**src/rtl/octa_pkg.sv**
```systemverilog
// Shared definitions for the octa datapath: ALU opcodes, instruction field
// positions, register index type and the instruction field decoder.
package octa_pkg;

  localparam int INSTR_W   = 16;
  localparam int XLEN      = 8;
  localparam int REG_IDX_W = 3;

  typedef logic [REG_IDX_W-1:0] reg_idx_t;

  localparam logic [2:0] ALU_ADD  = 3'b000;
  localparam logic [2:0] ALU_LOG  = 3'b001;
  localparam logic [2:0] ALU_SLTU = 3'b010;
  localparam logic [2:0] ALU_SH   = 3'b011;
  localparam logic [2:0] ALU_SRA  = 3'b100;

  localparam int CTRL_HI    = 15;
  localparam int CTRL_LO    = 13;
  localparam int FLAG_BIT   = 12;
  localparam int RD_HI      = 11;
  localparam int RD_LO      = 9;
  localparam int RS1_HI     = 8;
  localparam int RS1_LO     = 6;
  localparam int IMMSEL_BIT = 5;
  localparam int RS2_HI     = 4;
  localparam int RS2_LO     = 2;
  localparam int IMM_HI     = 4;
  localparam int IMM_LO     = 0;

  typedef struct packed {
    logic [2:0] ctrl;
    logic       flag;
    reg_idx_t   rd;
    reg_idx_t   rs1;
    logic       imm_sel;
    reg_idx_t   rs2;
    logic [4:0] imm;
  } dec_t;

  function automatic dec_t decode_instr(input logic [INSTR_W-1:0] ins);
    dec_t d;
    d.ctrl    = ins[CTRL_HI:CTRL_LO];
    d.flag    = ins[FLAG_BIT];
    d.rd      = ins[RD_HI:RD_LO];
    d.rs1     = ins[RS1_HI:RS1_LO];
    d.imm_sel = ins[IMMSEL_BIT];
    d.rs2     = ins[RS2_HI:RS2_LO];
    d.imm     = ins[IMM_HI:IMM_LO];
    return d;
  endfunction

  // Opcodes above SRA have no ALU meaning and are trapped in decode.
  function automatic logic is_legal_op(input logic [2:0] op);
    return (op <= ALU_SRA);
  endfunction

endpackage

```
**src/rtl/regfile.sv**
```systemverilog
// 8x8 register file: two asynchronous read ports, one synchronous write port,
// r0 reads as zero and ignores writes.
module regfile
  import octa_pkg::*;
#(
  parameter int NREG   = 8,
  parameter int DATA_W = XLEN,
  localparam int IDX_W = $clog2(NREG)
) (
  input  logic              clk,
  input  logic              rst,
  input  logic [IDX_W-1:0]  i_ra1,
  input  logic [IDX_W-1:0]  i_ra2,
  output logic [DATA_W-1:0] o_rd1,
  output logic [DATA_W-1:0] o_rd2,
  input  logic              i_we,
  input  logic [IDX_W-1:0]  i_wa,
  input  logic [DATA_W-1:0] i_wd
);

  logic [DATA_W-1:0] r_mem [NREG];

  always_ff @(posedge clk or posedge rst) begin
    if (rst) begin
      for (int i = 0; i < NREG; i++) r_mem[i] <= '0;
    end else if (i_we && (i_wa != '0)) begin
      r_mem[i_wa] <= i_wd;
    end
  end

  assign o_rd1 = (i_ra1 == '0) ? '0 : r_mem[i_ra1];
  assign o_rd2 = (i_ra2 == '0) ? '0 : r_mem[i_ra2];

endmodule

```
**src/rtl/decode_stage.sv**
```systemverilog
// Decode / operand-fetch stage feeding the 8-bit ALU, with a write scoreboard
// for RAW stalls. Define DECODE_BYPASS_EN to forward same-cycle writeback data.
module decode_stage
  import octa_pkg::*;
#(
  parameter int NREG   = 8,
  localparam int IDX_W = $clog2(NREG)
) (
  input  logic               clk,
  input  logic               rst,
  input  logic               in_valid,
  input  logic [INSTR_W-1:0] in_instr,
  output logic               in_ready,
  output logic               ex_valid,
  input  logic               ex_ready,
  output logic [XLEN-1:0]    ex_rs1,
  output logic [XLEN-1:0]    ex_rs2,
  output logic [2:0]         ex_ctrl,
  output logic               ex_flag,
  output logic [IDX_W-1:0]   ex_rd,
  output logic               ex_wen,
  input  logic               wb_en,
  input  logic [IDX_W-1:0]   wb_rd,
  input  logic [XLEN-1:0]    wb_data,
  output logic               illegal
);

  localparam int DATA_W = XLEN;

  dec_t              w_dec_p0;
  logic              w_legal_p0;
  logic              w_byp1_p0;
  logic              w_byp2_p0;
  logic              w_haz_p0;
  logic              w_out_free_p0;
  logic              w_acc_p0;
  logic              w_issue_p0;
  logic              w_wen_p0;
  logic [DATA_W-1:0] w_rf1_p0;
  logic [DATA_W-1:0] w_rf2_p0;
  logic signed [DATA_W-1:0] w_op1_p0;
  logic signed [DATA_W-1:0] w_op2_p0;
  logic [NREG-1:0]   w_pend_nxt;

  logic [NREG-1:0]   r_pend;
  logic              r_vld_p1;
  logic signed [DATA_W-1:0] r_rs1_p1;
  logic signed [DATA_W-1:0] r_rs2_p1;
  logic [2:0]        r_ctrl_p1;
  logic              r_flag_p1;
  logic [IDX_W-1:0]  r_rd_p1;
  logic              r_wen_p1;
  logic              r_ill_p1;

  // A source only blocks issue when it is waiting on a write that is not
  // being forwarded this cycle.
  function automatic logic src_blocked(input logic pend, input logic byp);
    return pend && !byp;
  endfunction

  // Stage p0: decode, operand read, hazard detection
  assign w_dec_p0   = decode_instr(in_instr);
  assign w_legal_p0 = is_legal_op(w_dec_p0.ctrl);
  assign w_wen_p0   = (w_dec_p0.rd != '0);

  regfile #(.NREG(NREG), .DATA_W(DATA_W)) u_regfile (
    .clk   (clk),
    .rst   (rst),
    .i_ra1 (w_dec_p0.rs1),
    .i_ra2 (w_dec_p0.rs2),
    .o_rd1 (w_rf1_p0),
    .o_rd2 (w_rf2_p0),
    .i_we  (wb_en),
    .i_wa  (wb_rd),
    .i_wd  (wb_data)
  );

`ifdef DECODE_BYPASS_EN
  assign w_byp1_p0 = wb_en && (wb_rd == w_dec_p0.rs1) && (w_dec_p0.rs1 != '0);
  assign w_byp2_p0 = wb_en && (wb_rd == w_dec_p0.rs2) && (w_dec_p0.rs2 != '0);
`else
  assign w_byp1_p0 = 1'b0;
  assign w_byp2_p0 = 1'b0;
`endif

  assign w_op1_p0 = w_byp1_p0 ? wb_data : w_rf1_p0;
  assign w_op2_p0 = w_dec_p0.imm_sel ? {3'b000, w_dec_p0.imm}
                                     : (w_byp2_p0 ? wb_data : w_rf2_p0);

  assign w_haz_p0 = src_blocked(r_pend[w_dec_p0.rs1], w_byp1_p0) ||
                    (!w_dec_p0.imm_sel && src_blocked(r_pend[w_dec_p0.rs2], w_byp2_p0));

  // Illegal opcodes never read operands, so they are not held back by hazards.
  assign w_out_free_p0 = !r_vld_p1 || ex_ready;
  assign in_ready      = !rst && w_out_free_p0 && (!w_legal_p0 || !w_haz_p0);
  assign w_acc_p0      = in_valid && in_ready;
  assign w_issue_p0    = w_acc_p0 && w_legal_p0;

  always_comb begin
    w_pend_nxt = r_pend;
    if (wb_en) w_pend_nxt[wb_rd] = 1'b0;
    if (w_issue_p0 && w_wen_p0) w_pend_nxt[w_dec_p0.rd] = 1'b1;
    w_pend_nxt[0] = 1'b0;
  end

  always_ff @(posedge clk or posedge rst) begin
    if (rst) r_pend <= '0;
    else     r_pend <= w_pend_nxt;
  end

  // Stage p1: ALU-facing output register
  always_ff @(posedge clk or posedge rst) begin
    if (rst) begin
      r_vld_p1 <= 1'b0;
      r_ill_p1 <= 1'b0;
    end else begin
      r_ill_p1 <= w_acc_p0 && !w_legal_p0;
      if (w_issue_p0)    r_vld_p1 <= 1'b1;
      else if (ex_ready) r_vld_p1 <= 1'b0;
    end
  end

  always_ff @(posedge clk or posedge rst) begin
    if (rst) begin
      r_rs1_p1  <= '0;
      r_rs2_p1  <= '0;
      r_ctrl_p1 <= '0;
      r_flag_p1 <= 1'b0;
      r_rd_p1   <= '0;
      r_wen_p1  <= 1'b0;
    end else if (w_issue_p0) begin
      r_rs1_p1  <= w_op1_p0;
      r_rs2_p1  <= w_op2_p0;
      r_ctrl_p1 <= w_dec_p0.ctrl;
      r_flag_p1 <= w_dec_p0.flag;
      r_rd_p1   <= w_dec_p0.rd;
      r_wen_p1  <= w_wen_p0;
    end
  end

  assign ex_valid = r_vld_p1;
  assign ex_rs1   = r_rs1_p1;
  assign ex_rs2   = r_rs2_p1;
  assign ex_ctrl  = r_ctrl_p1;
  assign ex_flag  = r_flag_p1;
  assign ex_rd    = r_rd_p1;
  assign ex_wen   = r_wen_p1;
  assign illegal  = r_ill_p1;

endmodule
```
**config.mk**
```make
export PLATFORM = sky130hd
export DESIGN_NAME = decode_stage
export DESIGN_NICKNAME = d
export VERILOG_FILES = /design/src/rtl/octa_pkg.sv /design/src/rtl/regfile.sv /design/src/rtl/decode_stage.sv
export SDC_FILE = /design/constraint.sdc
export NUM_CORES = 1
export LEC_CHECK = 0
export ABC_AREA = 1
export BUFFER_PORTS_ARGS = -buffer_cell sky130_fd_sc_hd__buf_2
export CAP_MARGIN = 20
export CORE_AREA = 2 2 91 93
export CTS_CLUSTER_SIZE = 28
export DETAILED_ROUTE_END_ITERATION = 10
export DIE_AREA = 0 0 93 95
export GPL_TIMING_DRIVEN = 0
export HOLD_SLACK_MARGIN = 0.1
export PLACE_DENSITY = 0.85
export SLEW_MARGIN = 20
export SYNTH_ARGS = -nofsm -noshare
export SYNTH_HDL_FRONTEND = slang
export SYNTH_SLANG_ARGS = --single-unit
```
**constraint.sdc**
```tcl
create_clock -name clk -period 4.8 [get_ports clk]
set_input_delay 0 -clock clk [delete_from_list [all_inputs] [get_ports clk]]
set_output_delay 0 -clock clk [all_outputs]
set_load 0.02 [all_outputs]
```
==> results of run 1 <==
==> flip-flops by register name (all words and copies together) (netlist names) <==
register and count:
ex_rs2 8, ex_wen 1, r_pend 7, ex_valid 1, ex_rs1 8, illegal 1, ex_rd 3, ex_ctrl 3
u_regfile.r_mem 64, ex_flag 1
==> metal layers <==
layer  part of all wire [%]  GRT usage (%)
met5                      0              0
met4                    3.3          13.60
met3                    8.1          6.225
met2                     48          62.86
met1                     41          50.79
==> cell usage after synthesis (all sizes together) <==
library cell / number
inv: 70
o221ai: 1
dfrtp: 97
nand4: 3
a211oi: 3
nand3: 34
o2111ai: 1
clkbuf: 25
o32ai: 1
o21ai: 141
nor2: 19
nor3: 3
buf: 15
a21oi: 51
o22ai: 1
o211ai: 2
nand2: 157
==> kinds of logic after synthesis <==
logic type      Yosys count  share of synthesized area (%)
compound gates          201                          21.51
flops                    97                          50.65
simple gates            216                          18.64
buf+inv                 110                          9.191
==> final cells by class <==
| type | count | area [um2] | area share (%) |
|---|---|---|---|
| Inverter | 70 | 265.3 | 4.591 |
| Buffer | 40 | 177.7 | 3.075 |
| Timing Repair Buffer | 92 | 668.1 | 11.56 |
| Clock buffer | 9 | 123.9 | 2.144 |
| Tap cell | 105 | 131.4 | 2.274 |
| Multi-Input combinational cell | 417 | 1924 | 33.30 |
| Clock inverter | 7 | 60.06 | 1.039 |
| Sequential cell | 97 | 2427 | 42.01 |
==> how the worst max path moves through the flow <==
stage                           start   endpoint  slack (ps)  cells past startpoint
final                       r_pend[5]    illegal        2170                     13
after floorplan                   rst    illegal        1850                      5
after detailed placement  in_instr[2]  ex_rs2[6]        3040                      8
after global routing        r_pend[7]    illegal        1940                     13
after CTS                   r_pend[5]    illegal        2340                     13
after global placement            rst  r_pend[3]        1070                      9
==> worst register-to-register path: cells and delay by family, from the launching register on <==
family	cells	cell delay, ps
AO/OA/AOI/OAI	1	190
flip-flops	1	420
buffers and inverters	4	1280
AND/OR/NAND/NOR	8	660
==> power by group <==
group	switching, mW	internal, mW	total [mW]
Sequential	0.102	0.970	1.07
Combinational	0.372	0.196	0.568
Clock	0.307	0.196	0.504
==> cells in the final DEF, fill, tap and decap left out, drive strengths merged <==
cell type    Yosys  layout
o32ai            1       1
nor3             3       3
nor2            19      19
nand2          157     157
clkbuf          25      34
buf             15      70
a21oi           51      51
o2111ai          1       1
nand3           34      34
o22ai            1       1
o211ai           2       2
nand4            3       3
o221ai           1       1
a211oi           3       3
clkinvlp         0       3
clkinv           0       1
dlygate4sd3      0      37
o21ai          141     141
dfrtp           97      97
inv             70      73
==> impl_metrics.yaml, run 1 <==
setup_path:
  worstPathArrival_ps: 2930
  worstPathCellList: "inv_1, nand2_1, nand3_1, nand2_1, nor2_1, nor2_1, nor2_4, inv_1, a21oi_1, nand2_1, dlygate4sd3_1, nor2_1, dlygate4sd3_1"
  crit_family: "buffers and inverters"
  cp_slowest_cell: "dlygate4sd3_1"
  r2r_setup_slack_ps: 2170
  worstPathRequired_ps: 5100
  cp-end-kind: "register"
  worstPathMaxFanout: 3
  critPathKind: "reg -> reg"
  cp_num_buf_inv: 4
  r2r_start: "r_pend[5]"
  cp-start-kind: "register"
  slowest_delay_ps: 590
  rr_worst_depth: 13
  timing.rr.end: "illegal"
pwr:
  ir_worst_vdd_uv: 229.5
  p_leak_nw: 2.846
  power.total_mw: 2.145
  power_density_nw_per_um2: 371.2
cts:
  cts-root-buf: "clkbuf_8"
  cts_resized: 0
  post_cts_buffers: 0
  cts_num_sinks: 97
  holdBufCountCts: 37
  htree_levels: 3
  clock_path_buffers: 2
  tritoncts: "built"
  clock_latency_ps: 370
  clk_pin_slew_ps: 100
  cts_made_buffers: 9
finish:
  fin_area_um2: 5778
  fillCellCount: 608
  fin_cells: 837
  drive_above_1_share_pct: 13.11
  post-route-util_pct: 72.89
  nNetsFinal: 759
  area_growth_pct: 20.57
  num_antenna_cells: 0
placed_design:
  port_buffers: 54
  dp.cells: 784
  gp_congestion: 1.041
  place_area_um2: 5224
  dpl.hpwl_um: 11430
  dp_worst_setup_slack_ps: 3045
timing:
  tns_ps: 0
  slew_viol_final: 0
  fmax_mhz: 380.6
  maxSlewHeadroom_pct: 59.10
  finalCriticalPeriod_ps: 2628
  tightest_slew_ps: 613.4
  setup_viol: 0
  rsz0062_at_grt: "false"
  worst_slack_ps: 2172
  finalHoldViolCount: 0
  fin_crit_sh_pct: 54.74
  fin_hold_ws_ps: 125.7
  clock_skew_ps: 15.86
floorplanning:
  die_h_um: 95
  rows: 33
  core_area_um2: 7928
  io_pins: 59
  die_w_um: 93
  start_util_pct: 60.45
  die_area_um2: 8835
synthesis:
  synth_top_area_share_pct: 50.65
  synthCells: 624
  yosysWarnings: 0
  synth_area_leaders: "dfrtp_1 (51%), nand2_1 (12%), o21ai_0 (11%)"
  yosysTopAreaCell: "dfrtp_1"
  synth_nets: 656
  yosysSeqAreaShare_pct: 50.65
  ys_types: 26
  syn_area_per_cell_um2: 7.680
  ys_ff_latch: 97
  syn_area_um2: 4792
drt:
  drc: 0
  ant_nets: 0
  vias: 4877
  drt_iter0_markers: 415
  firstDrtPassIters: 7
  vias_per_cell: 5.827
  wl_um: 15940
  wl_per_cell_um: 19.05
run:
  cap_violations: 0
global_route:
  grt_overflow: 0
  grt_pass1_vias: 4691
  grtUsageTotal_pct: 37.91
  grt_pass1_wl_um: 25010
  grt_max_degree: 53
  grt_antenna_before_repair: 0
status:
  status: "completed"
min_path:
  min_path_cells: 5
  holdPathEnd: "u_regfile.r_mem[44]"
  hold_start: "wb_rd[2]"
  hold_class: "in -> reg"
Power figures use the tool's default switching activity.
==> inputs of run 2 (changes only) <==
--- a/config.mk
+++ b/config.mk
@@ -8,13 +8,13 @@
 export ABC_AREA = 1
 export BUFFER_PORTS_ARGS = -buffer_cell sky130_fd_sc_hd__buf_2
 export CAP_MARGIN = 20
-export CORE_AREA = 2 2 91 93
+export CORE_AREA = 2 2 94 96
 export CTS_CLUSTER_SIZE = 28
 export DETAILED_ROUTE_END_ITERATION = 10
-export DIE_AREA = 0 0 93 95
+export DIE_AREA = 0 0 96 98
 export GPL_TIMING_DRIVEN = 0
 export HOLD_SLACK_MARGIN = 0.1
-export PLACE_DENSITY = 0.85
+export PLACE_DENSITY = 0.81
 export SLEW_MARGIN = 20
 export SYNTH_ARGS = -nofsm -noshare
 export SYNTH_HDL_FRONTEND = slang
==> constraint.sdc (replaced) <==
create_clock -name clk -period 2.55 [get_ports clk]
set_input_delay 0 -clock clk [delete_from_list [all_inputs] [get_ports clk]]
set_output_delay 0 -clock clk [all_outputs]
set_load 0.02 [all_outputs]
==> run 2 against run 1 <==
- first-iteration DRC count is 23% higher
- clock skew is essentially flat
- sequential share of layout area is 0.32 points lower
- clock-buffer cell count rose by 3
- worst hold slack worse by 28 ps
==> impl_metrics.yaml, run 2 (synthesized netlist as in run 1, its figures left out) <==
status:
  status: "completed"
run:
  cap_violations: 0
setup_path:
  crit_path_frequent_cell: "dlygate4sd3_1"
  cp_slowest_cell: "dlygate4sd3_1"
  crit_family: "buffers and inverters"
  cp-start-kind: "primary input"
  worstPathArrival_ps: 2560
  critPathKind: "in -> reg"
  cp-end-kind: "register"
  cp_num_buf_inv: 5
  worstPathMaxFanout: 10
  worstPathRequired_ps: 2830
  slowest_delay_ps: 580
  worstPathCellList: "dlygate4sd3_1, buf_2, inv_2, clkbuf_1, a211oi_1, nor2_1, nor3_1, a21oi_1, dlygate4sd3_1, o21ai_1"
finish:
  final_common_cell: "nand2_1"
  drive_above_1_share_pct: 12.98
  num_antenna_cells: 0
  largest_register: "u_regfile.r_mem"
  fin_cells: 840
  fin_area_um2: 5823
  area_growth_pct: 21.51
  largest_reg_flops: 64
  final_cell_mix: "nand2_1 (156), o21ai_0 (110), dfrtp_1 (97), buf_2 (64), inv_1 (63)"
  nNetsFinal: 759
pwr:
  p_leak_nw: 2.865
  power_density_nw_per_um2: 717.1
  ir_worst_vdd_uv: 493.5
drt:
  wl_per_cell_um: 18.24
  drt_iter0_markers: 511
  drc: 0
  vias: 4882
  firstDrtPassIters: 5
  vias_per_cell: 5.812
  wl_um: 15320
  ant_nets: 0
placed_design:
  port_buffers: 54
  place_area_um2: 5241
  dpl.hpwl_um: 10940
  dp.cells: 788
  gp_congestion: 1.041
floorplanning:
  start_util_pct: 56.61
  rows: 34
  io_pins: 59
  die_h_um: 98
  die_area_um2: 9408
  core_area_um2: 8466
  die_w_um: 96
timing:
  finalHoldViolCount: 0
  finalCriticalPeriod_ps: 2278
  clock_skew_ps: 16.18
  slew_viol_final: 0
  rsz0062_at_grt: "false"
  maxSlewHeadroom_pct: 55.80
  fin_hold_ws_ps: 97.56
  fmax_mhz: 438.9
  tightest_slew_ps: 661.5
  fin_crit_sh_pct: 89.35
  setup_viol: 0
min_path:
  hold_class: "in -> reg"
global_route:
  grt_pass1_wl_um: 24390
  grt_max_degree: 37
  grt_antenna_before_repair: 0
  grtUsageTotal_pct: 34.23
  grt_overflow: 0
  grt_pass1_vias: 4672
cts:
  cts_resized: 0
  cts_made_buffers: 9
  htree_levels: 3
  clock_path_buffers: 2
  cts_num_sinks: 97
  cts-root-buf: "clkbuf_8"
  clock_latency_ps: 360
  clk_pin_slew_ps: 100
  tritoncts: "built"
-- run 2: cell types whose count changed in the layout (fill, tap and decap cells not counted), sizes merged --
cell	delta
clkbuf	+3
bufinv	+2
inv	-4
buf	+1
clkinvlp	-1
dlygate4sd3	-1
-- run 2: per-layer routing --
layer,global-route usage (%),share of wire (%),wire (um)
met1,49.09,42,6491
met2,53.15,47,7182
met3,4.861,7.5,1151
met4,12.42,3.2,497
met5,0,0,0
-- run 2: tightest hold or removal path: cells and delay by family --
kind,cells,cell delay [ps]
buffers and inverters,1,110
and+or+nand+nor,2,160
AOI/OAI and AO/OA,1,150
-- run 2: through the flow --
stage	total power, mW	utilization, %	TNS (ps)	setup slack [ps]
2_1_floorplan	2.645	-	0	312.9
3_3_place_gp	2.977	61.44	-12440	-413.3
3_5_place_dp	3.023	61.91	0	653.1
4_1_cts	4.150	68.79	0	328.8
5_1_grt	4.392	68.79	0	117.4
6_report	4.176	68.79	0	271.5
-- run 2: area by class of cell --
cell class	count	area [um2]
Fill cell	673	2643
Sequential cell	97	2427
Multi-Input combinational cell	417	1924
Timing Repair Buffer	92	670.6
Inverter	70	266.5
Buffer	40	177.7
Clock buffer	12	145.1
Tap cell	108	135.1
Clock inverter	4	76.32
-- run 2: repair_timing --
item                                   CTS  global route
hold buffers                            36             0
buffers inserted                         0             0
setup endpoints to repair                0             0
endpoints found under the hold margin   92             0
-- run 2: final timing paths --
path / slack, ps / cells after the start / from / end
min reg2reg: 480 / 2 / ex_ctrl[1] / ex_ctrl[1]
max in group asynchronous: 1670 / 4 / rst / u_regfile.r_mem[24]
max: 270 / 10 / in_instr[4] / ex_rs2[0]
min in group asynchronous: 280 / 3 / rst / u_regfile.r_mem[9]
max reg2reg: 640 / 12 / r_pend[2] / illegal
min: 100 / 4 / wb_en / u_regfile.r_mem[2]
-- run 2: where the power goes --
| part | switching (mW) | leakage (nW) | internal (mW) |
|---|---|---|---|
| Clock | 0.525 | 0.107 | 0.583 |
| Combinational | 0.684 | 1.52 | 0.367 |
| Sequential | 0.191 | 1.24 | 1.83 |
| Total | 1.40 | 2.86 | 2.78 |
